## src/rtl/ahb2apb_mslv_pkg.sv

```systemverilog
// Shared definitions for the AHB-to-APB multi-slave bridge:
// FSM state encoding, AHB HTRANS/HRESP codes and small helpers.
package ahb2apb_mslv_pkg;

    localparam int ADDR_W = 40;
    localparam int DATA_W = 32;
    localparam int IDX_W  = 4;
    localparam int CNT_W  = 16;

    typedef enum logic [2:0] {
        ST_IDLE   = 3'd0,
        ST_SETUP  = 3'd1,
        ST_ACCESS = 3'd2,
        ST_DONE   = 3'd3,
        ST_ERR1   = 3'd4,
        ST_ERR2   = 3'd5
    } state_e;

    typedef enum logic [1:0] {
        HTRANS_IDLE   = 2'b00,
        HTRANS_BUSY   = 2'b01,
        HTRANS_NONSEQ = 2'b10,
        HTRANS_SEQ    = 2'b11
    } htrans_e;

    typedef enum logic [1:0] {
        HRESP_OKAY  = 2'b00,
        HRESP_ERROR = 2'b01
    } hresp_e;

    // True when the decoded slave index maps onto an implemented slave.
    function automatic logic idx_valid(input logic [IDX_W-1:0] idx, input int num_slv);
        return int'(idx) < num_slv;
    endfunction

endpackage

```

## src/rtl/apb_rdata_mux.sv

```systemverilog
// Selects the read data, ready and error lines of the addressed APB slave.
// An index outside the implemented range returns all zeros.
module apb_rdata_mux
    import ahb2apb_mslv_pkg::*;
#(
    parameter int NUM_SLV = 8
) (
    input  logic [IDX_W-1:0]          idx,
    input  logic [NUM_SLV*DATA_W-1:0] prdata,
    input  logic [NUM_SLV-1:0]        pready,
    input  logic [NUM_SLV-1:0]        pslverr,
    output logic [DATA_W-1:0]         sel_rdata,
    output logic                      sel_ready,
    output logic                      sel_slverr
);

    // Pick slice idx out of the flattened slave response buses.
    always_comb begin
        sel_rdata  = '0;
        sel_ready  = 1'b0;
        sel_slverr = 1'b0;
        for (int i = 0; i < NUM_SLV; i++) begin
            if (idx == IDX_W'(i)) begin
                sel_rdata  = prdata[DATA_W*i +: DATA_W];
                sel_ready  = pready[i];
                sel_slverr = pslverr[i];
            end
        end
    end

endmodule

```

## src/rtl/ahb2apb_mslv.sv

```systemverilog
// AHB-Lite slave to multi-slave APB bridge.
// The slave index is haddr[SEL_LSB+3:SEL_LSB]; indices beyond NUM_SLV get a
// two-cycle AHB ERROR response without touching the APB bus.
// Optional feature: define APB_TIMEOUT_EN to abort an ACCESS phase that
// has waited TIMEOUT_CYC cycles for pready with an AHB ERROR response.
module ahb2apb_mslv
    import ahb2apb_mslv_pkg::*;
#(
    parameter int NUM_SLV     = 8,
    parameter int SEL_LSB     = 12,
    parameter int TIMEOUT_CYC = 256
) (
    input  logic                      hclk,
    input  logic                      hrst,
    // AHB slave side
    input  logic                      hsel,
    input  logic [ADDR_W-1:0]         haddr,
    input  logic [1:0]                htrans,
    input  logic                      hwrite,
    input  logic [2:0]                hsize,
    input  logic [DATA_W-1:0]         hwdata,
    input  logic                      hready,
    output logic                      hreadyout,
    output logic [1:0]                hresp,
    output logic [DATA_W-1:0]         hrdata,
    // APB master side
    output logic [ADDR_W-1:0]         paddr,
    output logic                      pwrite,
    output logic [DATA_W-1:0]         pwdata,
    output logic                      penable,
    output logic [NUM_SLV-1:0]        psel,
    input  logic [NUM_SLV*DATA_W-1:0] prdata,
    input  logic [NUM_SLV-1:0]        pready,
    input  logic [NUM_SLV-1:0]        pslverr
);

    state_e            state;
    state_e            state_nxt;
    logic [IDX_W-1:0]  idx_q;
    logic [IDX_W-1:0]  haddr_idx;
    logic              accept;
    logic              in_apb;
    logic [DATA_W-1:0] sel_rdata;
    logic              sel_ready;
    logic              sel_slverr;
    logic              tmo_hit;

    // hsize is ignored (all APB accesses are 32-bit) and only htrans[1]
    // distinguishes NONSEQ/SEQ from IDLE/BUSY.
    logic unused_bits;
    assign unused_bits = ^{hsize, htrans[0]};

    assign haddr_idx = haddr[SEL_LSB +: IDX_W];

    // A new transfer can only start while the bridge is presenting a ready
    // data phase (IDLE or DONE); in ERR2 the master cancels the next transfer.
    assign accept = hsel && hready && htrans[1] &&
                    ((state == ST_IDLE) || (state == ST_DONE));

    assign in_apb = (state == ST_SETUP) || (state == ST_ACCESS);

    apb_rdata_mux #(
        .NUM_SLV (NUM_SLV)
    ) u_rdata_mux (
        .idx        (idx_q),
        .prdata     (prdata),
        .pready     (pready),
        .pslverr    (pslverr),
        .sel_rdata  (sel_rdata),
        .sel_ready  (sel_ready),
        .sel_slverr (sel_slverr)
    );

`ifdef APB_TIMEOUT_EN
    logic [CNT_W-1:0] acc_cnt;

    // Count ACCESS cycles; the counter sits at zero outside ACCESS so each
    // new ACCESS phase starts from zero.
    always_ff @(posedge hclk or posedge hrst) begin
        if (hrst) begin
            acc_cnt <= '0;
        end else if (state == ST_ACCESS) begin
            acc_cnt <= acc_cnt + CNT_W'(1);
        end else begin
            acc_cnt <= '0;
        end
    end

    assign tmo_hit = (state == ST_ACCESS) && (acc_cnt == CNT_W'(TIMEOUT_CYC - 1));
`else
    logic [CNT_W-1:0] unused_tmo;
    assign unused_tmo = CNT_W'(TIMEOUT_CYC);
    assign tmo_hit    = 1'b0;
`endif

    // Next-state decode; a ready slave in the final timeout cycle still
    // completes normally because pready is tested first.
    always_comb begin
        state_nxt = state;
        case (state)
            ST_IDLE, ST_DONE: begin
                if (accept) begin
                    state_nxt = idx_valid(haddr_idx, NUM_SLV) ? ST_SETUP : ST_ERR1;
                end else begin
                    state_nxt = ST_IDLE;
                end
            end
            ST_SETUP: state_nxt = ST_ACCESS;
            ST_ACCESS: begin
                if (sel_ready) begin
                    state_nxt = sel_slverr ? ST_ERR1 : ST_DONE;
                end else if (tmo_hit) begin
                    state_nxt = ST_ERR1;
                end
            end
            ST_ERR1: state_nxt = ST_ERR2;
            ST_ERR2: state_nxt = ST_IDLE;
            default: state_nxt = ST_IDLE;
        endcase
    end

    // FSM state register.
    always_ff @(posedge hclk or posedge hrst) begin
        if (hrst) begin
            state <= ST_IDLE;
        end else begin
            state <= state_nxt;
        end
    end

    // Capture the address phase; paddr/pwrite then stay put through
    // SETUP and ACCESS because nothing is accepted until DONE.
    always_ff @(posedge hclk or posedge hrst) begin
        if (hrst) begin
            idx_q  <= '0;
            paddr  <= '0;
            pwrite <= 1'b0;
        end else if (accept) begin
            idx_q  <= haddr_idx;
            paddr  <= haddr;
            pwrite <= hwrite;
        end
    end

    // Load read data when the slave completes a read, even with pslverr
    // set; writes, decode errors and timeouts leave hrdata untouched.
    always_ff @(posedge hclk or posedge hrst) begin
        if (hrst) begin
            hrdata <= '0;
        end else if ((state == ST_ACCESS) && sel_ready && !pwrite) begin
            hrdata <= sel_rdata;
        end
    end

    // One-hot slave select, decoded from the registered state so that an
    // asynchronous reset removes it immediately.
    always_comb begin
        psel = '0;
        for (int i = 0; i < NUM_SLV; i++) begin
            psel[i] = in_apb && (idx_q == IDX_W'(i));
        end
    end

    assign penable   = (state == ST_ACCESS);
    assign hreadyout = !(in_apb || (state == ST_ERR1));
    assign hresp     = ((state == ST_ERR1) || (state == ST_ERR2)) ? HRESP_ERROR : HRESP_OKAY;

    // hreadyout is low through SETUP and ACCESS, so the master holds hwdata.
    assign pwdata = hwdata;

endmodule

```

## config.mk

```make
export PLATFORM = sky130hd
export DESIGN_NAME = ahb2apb_mslv
export DESIGN_NICKNAME = d
export VERILOG_FILES = /design/src/rtl/ahb2apb_mslv_pkg.sv /design/src/rtl/apb_rdata_mux.sv /design/src/rtl/ahb2apb_mslv.sv
export SDC_FILE = /design/constraint.sdc
export NUM_CORES = 1
export LEC_CHECK = 0
export CAP_MARGIN = 30
export CORE_AREA = 2 2 182 184
export CTS_CLUSTER_DIAMETER = 200
export DETAILED_ROUTE_END_ITERATION = 10
export DIE_AREA = 0 0 184 186
export DONT_BUFFER_PORTS = 1
export PLACE_DENSITY = 0.4
export SLEW_MARGIN = 30
export SYNTH_ARGS = -nofsm -noshare
export SYNTH_HDL_FRONTEND = slang
export SYNTH_SLANG_ARGS = --single-unit
```

## constraint.sdc

```tcl
create_clock -name hclk -period 4.5 [get_ports hclk]
set_input_delay 0.45 -clock hclk [delete_from_list [all_inputs] [get_ports hclk]]
set_output_delay 0.45 -clock hclk [all_outputs]
set_load 0.05 [all_outputs]
```

# After elaboration in Yosys (flattened, before gate mapping)
# Index checks and enable logic that the tools add are counted.
dict set report op_classes {
  magnitude_cmp 1
  n_reduce_logical 22
  mux 30
  n_eq_ne 13
}
# op count
set ops {}
lappend ops {{$mux 32} 8}
lappend ops {{$mux 1} 17}
lappend ops {{$eq 4x3->1 const B} 4}
lappend ops {{$logic_and 1x1->1} 13}
lappend ops {{$mux 3} 4}
lappend ops {{$pmux 3 s4} 1}
lappend ops {{$eq 4x2->1 const B} 2}
lappend ops {{$eq 3x2->1 const B} 2}
lappend ops {{$eq 3x3->1 const B} 2}
lappend ops {{$eq 4x1->1 const B} 1}
lappend ops {{$logic_not 4->1} 1}
lappend ops {{$logic_or 1x1->1} 4}
lappend ops {{$lt 4x4->1 const B} 1}
lappend ops {{$eq 3x1->1 const B} 1}
lappend ops {{$logic_not 3->1} 1}
lappend ops {{$logic_not 1->1} 2}
lappend ops {{$ne 2x1->1 const B} 1}
lappend ops {{$reduce_or 2->1} 1}
dict set report word_totals {
  elab_cells 71
  out_inout_bits 117
  ff_bits 80
  input_bits 354
}

# Logic depth before layout (Yosys ltp)
# Gate-level depths: netlist of the first run.
dict set report depth {
  depth_word 12
  mapped_depth 9
  ltp_nobuf 5
}

# Hierarchy
# From an unflattened synthesis of the first run, not the netlist that was laid out.
dict set report hier_totals {
  hier_cells 533
  area_unflattened_um2 5998.3
}
# mod area_per_inst_um2 n_inst cells_per_inst seq_area_each_um2
set modules_own_cells {}
lappend modules_own_cells {ahb2apb_mslv 3464.6 1 232 1901.8}
lappend modules_own_cells {apb_rdata_mux 2533.7 1 301 0.0}

# Worst setup path after synthesis of the first run
# OpenSTA, ideal clock, no wires.
dict set report synth_path {
  kind {flip-flop to output port}
  from {register, netlist name paddr[12]}
  to {output port psel[0]}
  n_path_buf 5
  slack_ns 1.568
  arrival_ns 2.482
  path_stages_with_launch 7
  required_ns 4.050
  cell_sequence {dfrtp_1 buf_6 buf_6 buf_6 buf_2 buf_4 nor3_1}
}
# item line_no
set synth_lines {}
lappend synth_lines {{end, declared} ahb2apb_mslv.sv:31} ;# output logic [NUM_SLV-1:0] psel,

==> impl_metrics.csv, run 1 <==
group,metric,value,unit
die,start_util,18.4,%
timing,max_freq,323,MHz
clock_network,post_cts_buffers,0,
timing,final-max-slew-violation-count,0,
power_and_ir_drop,leakagePower,2.43,nW
clock_network,hold_buffers,0,
route,dr.pass1.iters,8,
global_route,antenna_found_initial,3,
clock_network,clock_path_buffers,2,
run,drv_cap,0,
yosys,synth_cell_types,55,
cells_and_area,num-nets-final,818,
route,ant_nets,0,
critical_path,slowest_delay,0.87,ns
timing,timing.setup.tns,0,ns
timing,setup_violations,0,
cells_and_area,syn_to_final_growth,6.97,%
global_route,grt_pass1_wl,31800,um
yosys,syn_inst,519,
placement,dp_hpwl,17800,um
route,wl_per_cell,26.7,um
timing,worst_pin_slew,0.985,ns
yosys,synth_warnings,0,
timing,layout_min_cycle_time,3.10,ns
critical_path,cp.required,4.78,ns
die,fp.dieH,186,um
cells_and_area,drive_gt1_share,33.5,%
power_and_ir_drop,fin_total_pwr,0.00607,W
status,status,"complete, no violations",
critical_path,crit_chain,"buf_4 > nor2b_1 > a211oi_1 > a21oi_1 > o21ai_0 > mux2i_1",
timing,final-hold-violation-count,0,
clock_network,cts_buffers,9,
global_route,grt_usage,13.2,%
clock_network,cts_tree,"built",
die,core,32200,sq um
timing,setup_slack,1.40,ns
yosys,synth.most_common_cell,"dfrtp_1",
yosys,synth_common_cells,"76 x dfrtp_1, 51 x mux2_2, 44 x mux2i_1",
route,viasPerCell,4.83,
critical_path,reg2reg_from,"paddr[13]",
timing,rsz0062_at_grt,"no",
yosys,ys_seq_elements,76,
yosys,async_flop_share,100,%
die,row_count,66,
clock_network,ctsResizeCount,0,
die,die_area,34200,sq um
die,pin_count,471,
clock_network,h-tree-depth,3,
yosys,syn_avg_cell_area,11.4,sq um
clock_network,clk_pin_slew,0.06,ns
critical_path,slowest_stage,"dfrtp_4",
route,drtIter0Drc,220,
die,die_width,184,um
yosys,synth_area,5920,sq um
cells_and_area,final_util,19.7,%
yosys,synth-main-ff-cell,"dfrtp_1",
yosys,synth_seq_area_share,32.1,%
power_and_ir_drop,ir_worst_vdd,0.410,mV
global_route,grt_max_degree,77,
min_path,hold_class,"input port to asynchronous set/reset pin",
global_route,gr-total-overflow,0,
timing,max_slew_margin,34.2,%
power_and_ir_drop,powerDensity,959,nW/um^2
yosys,synth_area_leader_cell,"dfrtp_1",
route,routed_wirelength,23500,um
yosys,synth_enable_flop_cells,0,
placement,routabilityCongestion,0.763,
placement,placedCellCount,861,
clock_network,clock_latency,0.36,ns
critical_path,cp_top_family,"flip-flops",
yosys,yosys.area.top_type_share,32.1,%
yosys,synthTopCellsByArea,"dfrtp_1 32%, mux4_2 12%, mux2_2 9.7%, mux2i_1 7.4%, mux2_4 7.4%",
global_route,grt_pass1_vias,4723,
critical_path,crit_fanout,52,
critical_path,critPathLaunch,"paddr[13]",
yosys,synth_nets,873,
clock_network,cts_root_buf,"clkbuf_16",
placement,place_ws,1.36,ns
critical_path,worst_setup_path_start_kind,"flop",
timing,final.setup_skew,0.0121,ns
cells_and_area,finalNonFillerCells,878,
cells_and_area,nFillCells,3488,
critical_path,worstPathArrival,3.38,ns
critical_path,critical_path_class,"flop to flop",
critical_path,critPathCaptureType,"flop",
critical_path,crit_buf_inv,1,
placement,port_buffers,0,
route,vias,4239,
timing,fin_crit_sh,68.9,%
clock_network,cts_num_sinks,76,
route,drc,0,
[sequential cells by signal, indices dropped and copies added, names as in the netlist]
name / flops
state: 3
pwrite: 1
paddr: 40
hrdata: 32
[power by group]
group	internal [W]	leakage, nW	switching [W]
logic	0.00131	1.35	0.00144
registers	0.000997	0.936	0.00153
clock network	0.000448	0.146	0.000342
total	0.00276	2.43	0.00332
[metal layers]
metal  vias up  global-route usage, %  wire length (um)
met5         -                      0                16
met4         2                   6.53               829
met3        40                   4.09              2020
met2       303                   25.0             12400
met1      2071                   13.0              8190
li1       1823                      -                 -
[path summary, 6_finish.rpt]
path                         endpoint  slack (ns)  cells after the start
max                        hrdata[18]        1.40                      6
min                         hrdata[5]        0.11                      1
max reg2reg                hrdata[18]        1.40                      6
min reg2reg                  state[1]        0.66                      1
max in group asynchronous   paddr[13]        3.80                      1
min in group hclk            paddr[9]        0.24                      1
[cell families (layout without fill, tap and decap cells)]
| logic type | Yosys count | in the layout | synth area share, % |
|---|---|---|---|
| other cells | 1 | 2 | 0.0633 |
| compound gates | 97 | 97 | 12.4 |
| xor+xnor | 1 | 1 | 0.148 |
| flops | 76 | 76 | 32.1 |
| mux | 155 | 155 | 36.3 |
| simple gates | 99 | 99 | 8.69 |
| buf+inv | 90 | 40 | 10.2 |
[through the flow]
| step | hold slack [ns] | area (sq um) |
|---|---|---|
| 2_1_floorplan | 0.549 | 5920 |
| 3_3_place_gp | 0.580 | 5990 |
| 3_5_place_dp | 0.511 | 6030 |
| 4_1_cts | 0.105 | 6330 |
| 5_1_grt | 0.146 | 6330 |
| 6_report | 0.105 | 6330 |
[placed cells by master, fill, tap and decap left out, types with 5 or more instances in the layout]
cell,count
a21oi_1,8
a222oi_1,8
a22oi_1,5
a2bb2oi_1,12
buf_4,12
clkbuf_16,9
dfrtp_1,72
inv_1,9
mux2_2,51
mux2_4,29
mux2i_1,44
mux4_2,31
nand2_1,9
nand2b_1,16
nand3_1,5
nor2_1,38
nor2b_1,9
nor3_1,5
o21a_1,9
o21ai_0,16
o22ai_1,10
[worst register-to-register path, cell delays in order, from the launching register on]
cell and delay, ns:
dfrtp_4 0.87, buf_4 0.68, nor2b_1 0.87, a211oi_1 0.22, a21oi_1 0.16, o21ai_0 0.09, mux2i_1 0.14
[cell type report]
class                           instances  area (sq um)  area share [%]
Sequential cell                        76          1910            30.2
Tap cell                              408           510            8.06
Inverter                               10          42.5           0.672
Timing Repair Buffer                   14           138            2.17
Multi-Input combinational cell        353          3430            54.1
Antenna cell                            1          2.50          0.0395
Clock buffer                           11           243            3.83
Clock inverter                          5          60.1           0.948
No activity file was read; power rests on OpenSTA's default activity.
==> run 2, diff against run 1 <==
--- a/config.mk
+++ b/config.mk
@@ -11,7 +11,7 @@
 export DETAILED_ROUTE_END_ITERATION = 10
 export DIE_AREA = 0 0 184 186
 export DONT_BUFFER_PORTS = 1
-export PLACE_DENSITY = 0.4
+export PLACE_DENSITY = 0.41
 export SLEW_MARGIN = 30
 export SYNTH_ARGS = -nofsm -noshare
 export SYNTH_HDL_FRONTEND = slang
==> constraint.sdc (replaced) <==
create_clock -name hclk -period 2.75 [get_ports hclk]
set_input_delay 0.275 -clock hclk [delete_from_list [all_inputs] [get_ports hclk]]
set_output_delay 0.275 -clock hclk [all_outputs]
set_load 0.05 [all_outputs]
==> run 2 against run 1 <==
  * Clock-buffer cell count shrank 1
  * Highest routed layer is now met4
  * Non-clock buffer count grew 23
  * Sequential share of layout area shrank 0.87 points
  * Hold slack lost 0.047 ns
  * Worst setup slack lost 1.0 ns
  * First-iteration DRC count shrank 16%
  * Flip-flop and latch count is the same
  * Via count is the same
==> impl_metrics.csv, run 2 (same netlist as run 1, synthesis figures left out) <==
group,metric,value,unit
timing,max_slew_margin,46.3,%
cells_and_area,multiInputGateArea,3410,sq um
route,drtIter0Drc,184,
critical_path,critical_path_class,"flop to primary output",
run,drv_cap,0,
route,ant_nets,0,
min_path,min_to,"paddr[6]",
timing,whs,0.0577,ns
die,die_area,34200,sq um
cells_and_area,num-nets-final,841,
power_and_ir_drop,powerDensity,1540,nW/um^2
route,routed_wirelength,23300,um
global_route,grt_usage,13.0,%
clock_network,cts_num_sinks,76,
route,wl_per_cell,25.7,um
critical_path,cp.required,2.48,ns
clock_network,clock_latency,0.37,ns
critical_path,reg2reg_to,"hrdata[21]",
clock_network,h-tree-depth,3,
global_route,antenna_found_initial,7,
cells_and_area,final_cell_mix,"72 x dfrtp_1, 51 x mux2_2, 44 x mux2i_1, 38 x nor2_1, 32 x buf_4",
timing,final-max-slew-violation-count,0,
placement,place_ws,0.406,ns
die,row_count,66,
clock_network,cts_buffers,9,
route,dr.pass1.iters,5,
die,core,32200,sq um
cells_and_area,regMostFlops,"paddr",
critical_path,crit_fanout,18,
route,drc,0,
power_and_ir_drop,leakagePower,2.54,nW
critical_path,worstPathArrival,2.08,ns
clock_network,post_cts_buffers,0,
die,start_util,18.4,%
timing,setup_violations,0,
clock_network,clk_pin_slew,0.07,ns
cells_and_area,nFillCells,3499,
placement,routabilityCongestion,0.714,
critical_path,r2r_slack,0.45,ns
cells_and_area,largest_reg_flops,40,
critical_path,worst_setup_path_start_kind,"flop",
timing,final.setup_skew,0.0109,ns
min_path,whs_path_depth,1,
timing,max_freq,424,MHz
power_and_ir_drop,ir_worst_vdd,0.533,mV
clock_network,ctsResizeCount,0,
clock_network,cts_root_buf,"clkbuf_16",
die,die_width,184,um
die,fp.dieH,186,um
placement,placedCellCount,883,
cells_and_area,regArea,1910,sq um
min_path,worstHoldStart,"haddr[6]",
critical_path,r2r_cells,5,
global_route,gr-total-overflow,0,
timing,layout_min_cycle_time,2.36,ns
clock_network,clock_path_buffers,2,
critical_path,critPathCaptureType,"primary output",
timing,final-hold-violation-count,0,
timing,setup_slack,0.392,ns
status,status,"complete, no violations",
critical_path,reg2reg_from,"paddr[13]",
clock_network,cts_tree,"built",
global_route,grt_pass1_vias,4624,
die,pin_count,471,
timing,timing.setup.tns,0,ns
route,vias,4239,
timing,rsz0062_at_grt,"no",
placement,port_buffers,0,
min_path,hold_class,"input port to flop",
cells_and_area,top_regs,"paddr x40, hrdata x32, state x3",
cells_and_area,layout_commonest_cell,"dfrtp_1",
cells_and_area,syn_to_final_growth,10.3,%
placement,dp_hpwl,18400,um
timing,fin_crit_sh,85.8,%
timing,worst_pin_slew,0.804,ns
route,viasPerCell,4.67,
global_route,grt_pass1_wl,31200,um
cells_and_area,finalNonFillerCells,908,
global_route,grt_max_degree,54,
cells_and_area,drive_gt1_share,35.8,%
run 2: critical path: stages, from the launching register on:
cell     delay (ns)
dfrtp_2        0.61
nor2b_1        0.18
buf_4          0.20
buf_4          0.19
nand2_1        0.14
nor3_1         0.17
buf_4          0.23
run 2: area by class of cell:
cell class,count,area share (%)
Sequential cell,76,29.3
Antenna cell,8,0.307
Clock inverter,6,1.11
Tap cell,408,7.82
Timing Repair Buffer,37,5.06
Multi-Input combinational cell,353,52.3
Inverter,10,0.613
Clock buffer,10,3.51
run 2: report_power, final:
group	switching [W]	leakage, nW	internal (W)	total [W]
sequential	0.00234	0.936	0.00164	0.00398
combinational	0.00248	1.46	0.00232	0.00480
clock	0.000577	0.144	0.000715	0.00129
run 2: worst max path at each step:
stage | start | to | depth (start not counted)
final | paddr[15] | psel[4] | 6
after CTS | paddr[15] | psel[4] | 6
after detailed placement | paddr[13] | hrdata[21] | 5
after floorplan | paddr[12] | psel[0] | 6
after global placement | paddr[13] | hrdata[0] | 6
after global routing | paddr[15] | psel[4] | 6
run 2: per-layer routing:
layer | track usage, % | part of all wire (%) | vias up
met2 | 23.5 | 52 | 270
li1 | - | - | 1869
met4 | 7.23 | 4.1 | 0
met3 | 4.19 | 7.9 | 52
met1 | 13.3 | 36 | 2048
met5 | 0 | 0 | -
run 2: timing repair:
item	4_1_cts	5_1_grt
hold buffers	1	0
endpoints found under the setup margin	0	0
endpoints found under the hold margin	50	0
run 2: per-stage QoR:
stage	cell area [sq um]	utilization, %	power, W
6_report	6530	20.3	0.0101
5_1_grt	6530	20.3	0.0107
4_1_cts	6510	20.2	0.0103
3_5_place_dp	6200	19.2	0.00893
3_3_place_gp	6200	19.2	0.00891
2_1_floorplan	5920	-	0.00776
